[src/rtl/cpu_run_control_if.sv]
// Board/CPU-facing signal bundle for the run controller: raw buttons, breakpoint
// setup and instruction pointer in; execute enable and run state out.
interface cpu_run_control_if;
    logic       turbo;
    logic       run_btn;
    logic       step_btn;
    logic       break_en;
    logic [7:0] break_addr;
    logic [7:0] ip;
    logic       go;
    logic [1:0] state;
    logic       halted;

    modport master (
        output turbo, run_btn, step_btn, break_en, break_addr, ip,
        input  go, state, halted
    );

    modport slave (
        input  turbo, run_btn, step_btn, break_en, break_addr, ip,
        output go, state, halted
    );
endinterface

[src/rtl/cpu_run_control.sv]
// CPU run controller: slow-tick / turbo free running, single step, run/pause
// and an instruction-address breakpoint that can be stepped or run past.
module cpu_run_control #(
    parameter int TICK_MAX  = 12499999,
    parameter int DB_CYCLES = 250000,
    parameter bit START_RUN = 1'b1
) (
    input  logic                clk_i,
    input  logic                rst_i,
    cpu_run_control_if.slave    bus
);

    typedef enum logic [1:0] {
        ST_HALT  = 2'd0,
        ST_RUN   = 2'd1,
        ST_STEP  = 2'd2,
        ST_BREAK = 2'd3
    } state_t;

    localparam state_t RESET_STATE = START_RUN ? ST_RUN : ST_HALT;
    localparam int TICK_W = (TICK_MAX > 0) ? $clog2(TICK_MAX + 1) : 1;
    localparam int DB_W   = (DB_CYCLES > 1) ? $clog2(DB_CYCLES + 1) : 1;
    localparam logic [TICK_W-1:0] TICK_LAST = TICK_W'(TICK_MAX);
    localparam logic [DB_W-1:0]   DB_LAST   = DB_W'(DB_CYCLES - 1);

    // Bit 0 = turbo, bit 1 = run button, bit 2 = step button
    logic [2:0] raw_in;
    logic [2:0] meta_q;
    logic [2:0] sync_q;
    logic       turbo_sync;

    assign raw_in     = {bus.step_btn, bus.run_btn, bus.turbo};
    assign turbo_sync = sync_q[0];

    genvar gi;
    generate
        for (gi = 0; gi < 3; gi++) begin : g_sync
            always_ff @(posedge clk_i or posedge rst_i) begin
                if (rst_i) begin
                    meta_q[gi] <= 1'b0;
                    sync_q[gi] <= 1'b0;
                end else begin
                    meta_q[gi] <= raw_in[gi];
                    sync_q[gi] <= meta_q[gi];
                end
            end
        end
    endgenerate

    // Index 0 = run button, index 1 = step button
    logic [1:0] press_p;

    generate
        for (gi = 0; gi < 2; gi++) begin : g_db
            logic            level_q;
            logic            pulse_q;
            logic [DB_W-1:0] cnt_q;

            always_ff @(posedge clk_i or posedge rst_i) begin
                if (rst_i) begin
                    level_q <= 1'b0;
                    pulse_q <= 1'b0;
                    cnt_q   <= '0;
                end else begin
                    pulse_q <= 1'b0;
                    if (sync_q[gi+1] == level_q) begin
                        cnt_q <= '0;
                    end else if (cnt_q == DB_LAST) begin
                        cnt_q   <= '0;
                        level_q <= sync_q[gi+1];
                        pulse_q <= sync_q[gi+1];
                    end else begin
                        cnt_q <= cnt_q + DB_W'(1);
                    end
                end
            end

            assign press_p[gi] = pulse_q;
        end
    endgenerate

    logic run_p;
    logic step_p;
    assign run_p  = press_p[0];
    assign step_p = press_p[1];

    logic [TICK_W-1:0] tick_q;
    logic [TICK_W-1:0] tick_d;
    logic              tick0;

    assign tick_d = (tick_q == TICK_LAST) ? '0 : tick_q + TICK_W'(1);
    assign tick0  = (tick_q == '0);

    always_ff @(posedge clk_i or posedge rst_i) begin
        if (rst_i) begin
            tick_q <= '0;
        end else begin
            tick_q <= tick_d;
        end
    end

    state_t state_q;
    logic   halted_q;
    logic   skip_q;
    logic   issue;
    logic   bp_hit;
    logic   go_w;

    assign issue  = tick0 || turbo_sync;
    assign bp_hit = bus.break_en && (bus.ip == bus.break_addr) && !skip_q;
    assign go_w   = ((state_q == ST_RUN) && issue && !bp_hit) || (state_q == ST_STEP);

    // Run press wins over step and over a same-cycle breakpoint
    always_ff @(posedge clk_i or posedge rst_i) begin
        if (rst_i) begin
            state_q  <= RESET_STATE;
            halted_q <= !START_RUN;
            skip_q   <= 1'b0;
        end else begin
            if (go_w) begin
                skip_q <= 1'b0;
            end
            case (state_q)
                ST_HALT: begin
                    if (run_p) begin
                        state_q  <= ST_RUN;
                        halted_q <= 1'b0;
                    end else if (step_p) begin
                        state_q  <= ST_STEP;
                        halted_q <= 1'b0;
                    end
                end
                ST_RUN: begin
                    if (run_p) begin
                        state_q  <= ST_HALT;
                        halted_q <= 1'b1;
                    end else if (issue && bp_hit) begin
                        state_q  <= ST_BREAK;
                        halted_q <= 1'b1;
                    end
                end
                ST_STEP: begin
                    state_q  <= ST_HALT;
                    halted_q <= 1'b1;
                end
                ST_BREAK: begin
                    if (run_p) begin
                        state_q  <= ST_RUN;
                        halted_q <= 1'b0;
                        skip_q   <= 1'b1;
                    end else if (step_p) begin
                        state_q  <= ST_STEP;
                        halted_q <= 1'b0;
                        skip_q   <= 1'b1;
                    end
                end
                default: begin
                    state_q  <= RESET_STATE;
                    halted_q <= !START_RUN;
                end
            endcase
        end
    end

    assign bus.go     = go_w;
    assign bus.state  = state_q;
    assign bus.halted = halted_q;

endmodule

[src/flat_wrapper.sv]
// flat-port wrapper written by rule: the top's interface ports become plain ports
module cpu_run_control_flat 
#(
    parameter int TICK_MAX  = 12499999,
    parameter int DB_CYCLES = 250000,
    parameter bit START_RUN = 1'b1
)
  (clk_i, rst_i, bus_turbo, bus_run_btn, bus_step_btn, bus_break_en, bus_break_addr, bus_ip, bus_go, bus_state, bus_halted);
  cpu_run_control_if bus_i ();
  input  logic clk_i;
  input  logic rst_i;
  input wire logic [$bits(bus_i.turbo)-1:0] bus_turbo;
  input wire logic [$bits(bus_i.run_btn)-1:0] bus_run_btn;
  input wire logic [$bits(bus_i.step_btn)-1:0] bus_step_btn;
  input wire logic [$bits(bus_i.break_en)-1:0] bus_break_en;
  input wire logic [$bits(bus_i.break_addr)-1:0] bus_break_addr;
  input wire logic [$bits(bus_i.ip)-1:0] bus_ip;
  output wire logic [$bits(bus_i.go)-1:0] bus_go;
  output wire logic [$bits(bus_i.state)-1:0] bus_state;
  output wire logic [$bits(bus_i.halted)-1:0] bus_halted;
  assign bus_i.turbo = bus_turbo;
  assign bus_i.run_btn = bus_run_btn;
  assign bus_i.step_btn = bus_step_btn;
  assign bus_i.break_en = bus_break_en;
  assign bus_i.break_addr = bus_break_addr;
  assign bus_i.ip = bus_ip;
  assign bus_go = bus_i.go;
  assign bus_state = bus_i.state;
  assign bus_halted = bus_i.halted;
  cpu_run_control #(.TICK_MAX(TICK_MAX), .DB_CYCLES(DB_CYCLES), .START_RUN(START_RUN)) u_core (.clk_i(clk_i), .rst_i(rst_i), .bus(bus_i));
endmodule
[config.mk]
export PLATFORM = sky130hd
export DESIGN_NAME = cpu_run_control_flat
export DESIGN_NICKNAME = d
export VERILOG_FILES = /design/src/rtl/cpu_run_control_if.sv /design/src/rtl/cpu_run_control.sv /design/src/flat_wrapper.sv
export SDC_FILE = /design/constraint.sdc
export NUM_CORES = 1
export LEC_CHECK = 0
export CORE_UTILIZATION = 58
export DETAILED_ROUTE_END_ITERATION = 6
export GPL_ROUTABILITY_DRIVEN = 0
export GPL_TIMING_DRIVEN = 1
export PLACE_DENSITY = 0.85
export RECOVER_POWER = 25
export SLEW_MARGIN = 20
export SYNTH_ARGS = -nofsm -noshare
export SYNTH_HDL_FRONTEND = slang
export SYNTH_SLANG_ARGS = --single-unit
[constraint.sdc]
create_clock -name clk_i -period 2.9 [get_ports clk_i]
set_clock_uncertainty 0.2 [all_clocks]
set_input_delay 0.58 -clock clk_i [delete_from_list [all_inputs] [get_ports clk_i]]
set_output_delay 0.58 -clock clk_i [all_outputs]
set_load 0.01 [all_outputs]
* After elaboration in Yosys (flattened, before gate mapping)
Index checks and enable logic that the tools add are counted.
** Word-level totals
- Register bits :: 74
- Input port bits :: 22
- Output and inout bits :: 4
- Word-level logic and storage cells :: 70
** Cells by class
- Add/sub/neg operators :: 3
- Equal/unequal tests :: 11
- Muxes and demuxes :: 23
- Bitwise logic cells :: 2
- Reduce and logical (&&, ||, !) cells :: 15
** Operators by type and width (number)
- $mux W18 :: 4
- $add A18 B1 Y18 const B :: 2
- $eq A18 B18 Y1 const B :: 2
- $add A24 B1 Y24 const B :: 1
- $eq A24 B24 Y1 const B :: 1
- $logic_not A24 Y1 :: 1
- $mux W24 :: 1
- $mux W1 :: 12
- $eq A8 B8 Y1 :: 1
- $mux W2 :: 4
- $pmux W2 S3 :: 1
- $reduce_and A2 Y1 :: 3
- $logic_and A1 B1 Y1 :: 5
- $eq A2 B2 Y1 const B :: 2
- $ne A3 B1 Y1 const B :: 1
- $ne A3 B2 Y1 const B :: 1
- $pmux W1 S3 :: 1
- $eq A1 B1 Y1 :: 2
- $eq A2 B1 Y1 const B :: 1
- $logic_not A1 Y1 :: 2
- $logic_not A2 Y1 :: 1
- $logic_or A1 B1 Y1 :: 2
- $not A1 Y1 :: 2
- $reduce_or A2 Y1 :: 1

* Longest topological paths before layout
- Depth after elaboration :: 10
- Depth in mapped cells :: 7
- Mapped depth without buffers :: 7

* Worst setup path before layout
OpenSTA, ideal clock, no wires.
- Path type :: register -> output
- Start point :: register u_core.tick_q[15]
- End point :: output bus_go
- Data arrival time :: 1.417 ns
- Data required time :: 2.120 ns
- Slack :: 0.703 ns
- Cell stages (with the launch flop) :: 7
- Path buffers :: 1
- Cells stage by stage :: dfrtp_1 > clkbuf_1 > nor4_1 > nand4_1 > o21a_1 > nor3b_1 > or2_2
** On the way
- Word-level cells in the longest chain between the ends :: 5
** Ends and longest elaborated chain
- start: declaration :: RTL line cpu_run_control.sv:87 : logic [TICK_W-1:0] tick_q;
- start signal: assignment :: RTL line cpu_run_control.sv:98 : tick_q <= tick_d;
- $logic_not A24 Y1 :: RTL line cpu_run_control.sv:92 : assign tick0 = (tick_q == '0);
- $logic_or A1 B1 Y1 :: RTL line cpu_run_control.sv:109 : assign issue = tick0 || turbo_sync;
- $logic_and A1 B1 Y1 (2 in series) :: RTL line cpu_run_control.sv:111 : assign go_w = ((state_q == ST_RUN) && issue && !bp_hit) || (state_q == ST_STEP);
- $logic_or A1 B1 Y1 :: RTL line cpu_run_control.sv:111
- end: declaration :: RTL line flat_wrapper.sv:18 : output wire logic [$bits(bus_i.go)-1:0] bus_go;
No other way between the ends.

* Worst setup path after layout
- Start point :: input bus_break_addr[6]
- End point :: output bus_go
** On the way
- Word-level cells in the longest chain between the ends :: 6
** Ends and longest elaborated chain
- start: declaration :: RTL line flat_wrapper.sv:16 : input wire logic [$bits(bus_i.break_addr)-1:0] bus_break_addr;
- $eq A8 B8 Y1 :: RTL line cpu_run_control.sv:110 : assign bp_hit = bus.break_en && (bus.ip == bus.break_addr) && !skip_q;
- $logic_and A1 B1 Y1 (2 in series) :: RTL line cpu_run_control.sv:110
- $logic_not A1 Y1 :: RTL line cpu_run_control.sv:111
- $logic_and A1 B1 Y1 :: RTL line cpu_run_control.sv:111
- $logic_or A1 B1 Y1 :: RTL line cpu_run_control.sv:111
No other way between the ends.

==> flow_results.org <==
** Synthesis
- Counting flops with a built-in enable in the synthesized netlist gives 0.
- Top post-synthesis cells by area :: dfrtp_1, xor2_1, xnor2_1
- Sequential share of the synthesized area :: 51.1%
- Synthesis inferred 74 register bits.
- Of the post-synthesis cell area, the part taken by muxes is less than 1%.
- After Yosys synthesis, XOR and XNOR cells account for between 10% and 20% of the synthesized area.
- The number of nets in the synthesized netlist is ~380.
- In the synthesized netlist the async set-or-reset flop fraction comes to 100%.
- The cell area that synthesis handed to floorplanning was about 0.0036 mm2.
- Area share of and/or/nand/nor cells after synthesis :: between 20% and 30%
- Main synth FF type :: dfrtp_1
- The biggest area contributor in the post-synthesis netlist is dfrtp_1.
- During synthesis, Yosys emitted a total of 0 warnings.
- Area share of the leading cell type in the synthesized netlist :: about half
- The synthesized netlist contains between 40 and 50 unique library cells.
- Average footprint of a synthesized cell :: between 10 and 15 um2
- Synth Area in Compound Gates :: between 2 and 3%
- Number of instances in the synthesized netlist :: roughly 350
- The synthesized netlist devotes about 2.8% of its cell area to adder and majority cells.
- Dominant combinational cell family by area after synthesis :: simple AND/OR/NAND/NOR gates

** Worst setup path
- Maximum fanout count along the critical path :: 2
- Path depth of the worst reg2reg path :: 6
- CP endpoint kind :: output pin
- STA classifies the critical path startpoint as a primary input.
- Reg-to-Reg End :: u_core.tick_q[18]$_DFF_PP0_
- Required arrival time at the worst endpoint :: approximately 2.1 ns
- The startpoint identified for the worst register-to-register timing path is u_core.tick_q[19]$_DFF_PP0_.
- Setup Crit Path Kind :: in2out
- Data arrival time of the worst path :: ~2 ns
- Worst-case register-to-register setup slack :: about 0.64 ns

** Pwr
- Of the total power, the clock network draws between 40% and 50%.
- Combinational logic is responsible for slightly below 4% of the overall power.
- Max rail drop VDD :: ~420 uV
- Design Power :: ~0.0022 W
- The analysis attributes to net switching a power of roughly 0.00043 W.
- Summed over all cells, the static leakage comes to just under 2 nW.
- In this run, flip-flops and latches consume ~48% of the power.
- Net switching fraction of the power :: about 19%
- Power per standard cell area :: ~500 mW/mm2
- Int Power :: about 0.0018 W

** Die
- Die outline area :: ~0.0066 mm2
- For this configuration, the core starts out at a cell density of approximately three fifths.
- Core area :: approximately 0.0060 mm2
- The floorplan has 28 rows.
- Horizontal die dimension :: roughly 80 um
- Height of the die :: between 80 and 90 um
- IO Pins :: 26

** GRT
- First-pass GRT wire length :: between 10000 and 15000 um
- The number of antenna violations at the first check in global routing is 0.
- Total routing usage reported by global routing :: between 20% and 30%
- Via count of the first global-routing pass :: around 2800
- Sum of overflow across all layers after global routing :: 0
- Entering global routing, the biggest net connects 33 pins.

** Place
- Port Buffers :: 25
- Summing all placed instances gives a cell area of 0.00409 mm2.
- Number of instances in the placed design :: approximately 470
- Dpl hpwl :: between 4000 and 5000 um

** STA
- For the pin with the worst max-slew slack, the measured transition is ~0.9 ns.
- Based on the critical path, the design can be clocked at up to 357 MHz.
- Final setup fails :: 0
- Setup repair after global routing left no endpoint under its margin.
- Max-slew violation total from the final report :: 0
- After layout, the minimum clock period comes to 2.80 ns.
- Fin. Hold Viols :: 0
- Setup TNS after final layout :: 0 ns
- In this run the tightest slew margin relative to its limit is around two fifths.
- The worst path uses around 97% of the clock period.
- Hold slack :: between 0.15 and 0.2 ns

** Final layout
- Synthesis-to-layout area growth :: 21.0%
- The library cell used most frequently in the layout, excluding fill and tap cells, is dfrtp_1.
- The finished cells cover between 0.004 and 0.005 mm2.
- For this run, the number of standard cells in the final layout without fillers is 484.
- Filler cell count :: 420
- Of the cells placed in the final design, the portion with a size suffix greater than 1 is around an eighth.
- Antenna diodes :: 0
- Post-layout net count :: around 430
- In the layout the commonest cells are dfrtp_1, nor2_1, xor2_1, nand3_1, xnor2_1.

** Drt
- Count of TritonRoute iterations in the first routing pass :: 4
- Number of vias after detailed routing :: ~2800
- Dividing the detail-routed wire length by the instance count gives around 15 um.
- The detail route stage leaves a number of antenna-violating nets equal to 0.
- Post-detailed-routing wire length :: between 7000 and 8000 um
- After detailed routing, the number of remaining DRC violations is 0.
- For this block, the initial DRC count from the detailed router was approximately 180.
- Using the TritonRoute via totals, the vias-per-cell ratio works out to 5.71.

** Status
- The flow ran to the end, and the final reports show no timing, DRC or antenna violations.

** Clock network
- The tree built by TritonCTS fans out to 74 sinks.
- The clock reaches the later pin of the worst-skew pair after approximately 0.35 ns.
- Clock H-tree levels :: 3
- Counting the buffers created by CTS gives 9.
- Maximum buffer depth of the clock tree :: 2
- Clock root buffer master :: clkbuf_8
- CTS tree :: built
- After clock tree synthesis, the clock-pin slew on the worst setup and hold paths is roughly 0.07 ns.

** Min path
- Hold-critical path depth :: 0
- Startpoint of the tightest hold check path :: u_core.meta_q[2]$_DFF_PP0_
- End point of the worst hold path :: u_core.sync_q[2]$_DFF_PP0_
- The path class of the tightest hold or removal check is reg2reg.

** Run
- Maxcap violations :: 0
## power groups by stage
stage | logic (W) | registers [W] | clock network [W]
finish | 0.0000864 | 0.00105 | 0.00106
global route | 0.0000982 | 0.00105 | 0.00111
CTS | 0.0000931 | 0.00105 | 0.00107
detailed placement | 0.0000912 | 0.00107 | 0
global placement | 0.0000888 | 0.00107 | 0
floorplan | 0.0000437 | 0.00107 | 0
## worst max-delay path, stage by stage
cell and delay (ns):
clkdlybuf4s50_1 0.47, xnor2_1 0.13, nand4_1 0.18, nor3_2 0.24, nor3b_2 0.07, or2_4 0.23, buf_6 0.12
## metrics by stage
stage,util (%),setup WS [ns]
3_5_place_dp,68.3,-0.243
5_1_grt,73.2,0.0217
4_1_cts,73.2,0.0120
6_report,73.2,0.100
2_1_floorplan,-,0.240
3_3_place_gp,68.3,-0.236
## registers in the layout (all words and copies together) (netlist names)
name                 count
u_core.g_db.level_q      2
u_core.bus.state         2
u_core.tick_q           24
u_core.g_db.pulse_q      2
u_core.skip_q            1
u_core.turbo_sync        1
u_core.g_db.cnt_q       36
u_core.sync_q            2
u_core.meta_q            3
u_core.bus.halted        1
## cells in the mapped netlist, types with 2 or more instances
master,n
nor2_1,58
a21oi_1,3
nor3_1,4
nor4_2,3
ha_1,8
nand2_1,21
mux2_2,2
nand4_1,18
nor3b_1,7
o21ai_1,3
o21ai_0,2
buf_2,2
xor2_1,34
o31ai_1,2
inv_1,13
and3_1,6
nor4_1,8
dfrtp_1,73
nand3_1,27
a31oi_1,2
xnor2_1,27
and4_1,5
nor2b_1,2
nand3b_1,6
## repair_timing
item                       CTS  global route
buffers inserted             1             0
pin swaps                    5             5
setup endpoints to repair    1             1
resized for setup            6             8
hold buffers                 0             0
## cell type report
| class | count | area [um2] | area share, % |
|---|---|---|---|
| clock buffers | 11 | 141 | 3.22 |
| inverters | 13 | 48.8 | 1.11 |
| repair buffers | 44 | 395 | 9.02 |
| well taps | 75 | 93.8 | 2.14 |
| multi-input cells | 262 | 1730 | 39.4 |
| clock inverters | 5 | 125 | 2.85 |
| flip-flops and latches | 74 | 1850 | 42.3 |
## logic make-up after synthesis
kind of cell               after synthesis
adders and majority gates                8
muxes                                    2
buffers and inverters                   17
and+or+nand+nor                        175
DFF                                     74
AOI/OAI and AO/OA                       16
xor gates and xnor gates                61
## layer usage
metal	vias up	wire length [um]	part of all wire (%)	global-route usage, %
met4	0	167	2.3	14.6
met1	1369	3210	44	31.4
met2	65	3700	50	43.3
met5	-	0	0	0
li1	1316	-	-	-
met3	13	277	3.8	3.60
## worst max-delay path by stage
stage | slack (ns) | endpoint | from | cells past startpoint
after floorplan | 0.24 | u_core.bus.halted$_DFFE_PP0P_ | rst_i | 1
after global placement | -0.24 | bus_go | bus_break_addr[2] | 7
after detailed placement | -0.24 | bus_go | bus_break_addr[5] | 7
after CTS | 0.01 | bus_go | bus_ip[3] | 7
after global routing | 0.02 | bus_go | bus_break_addr[6] | 7
final | 0.10 | bus_go | bus_break_addr[6] | 7
Power figures use the tool's default switching activity.
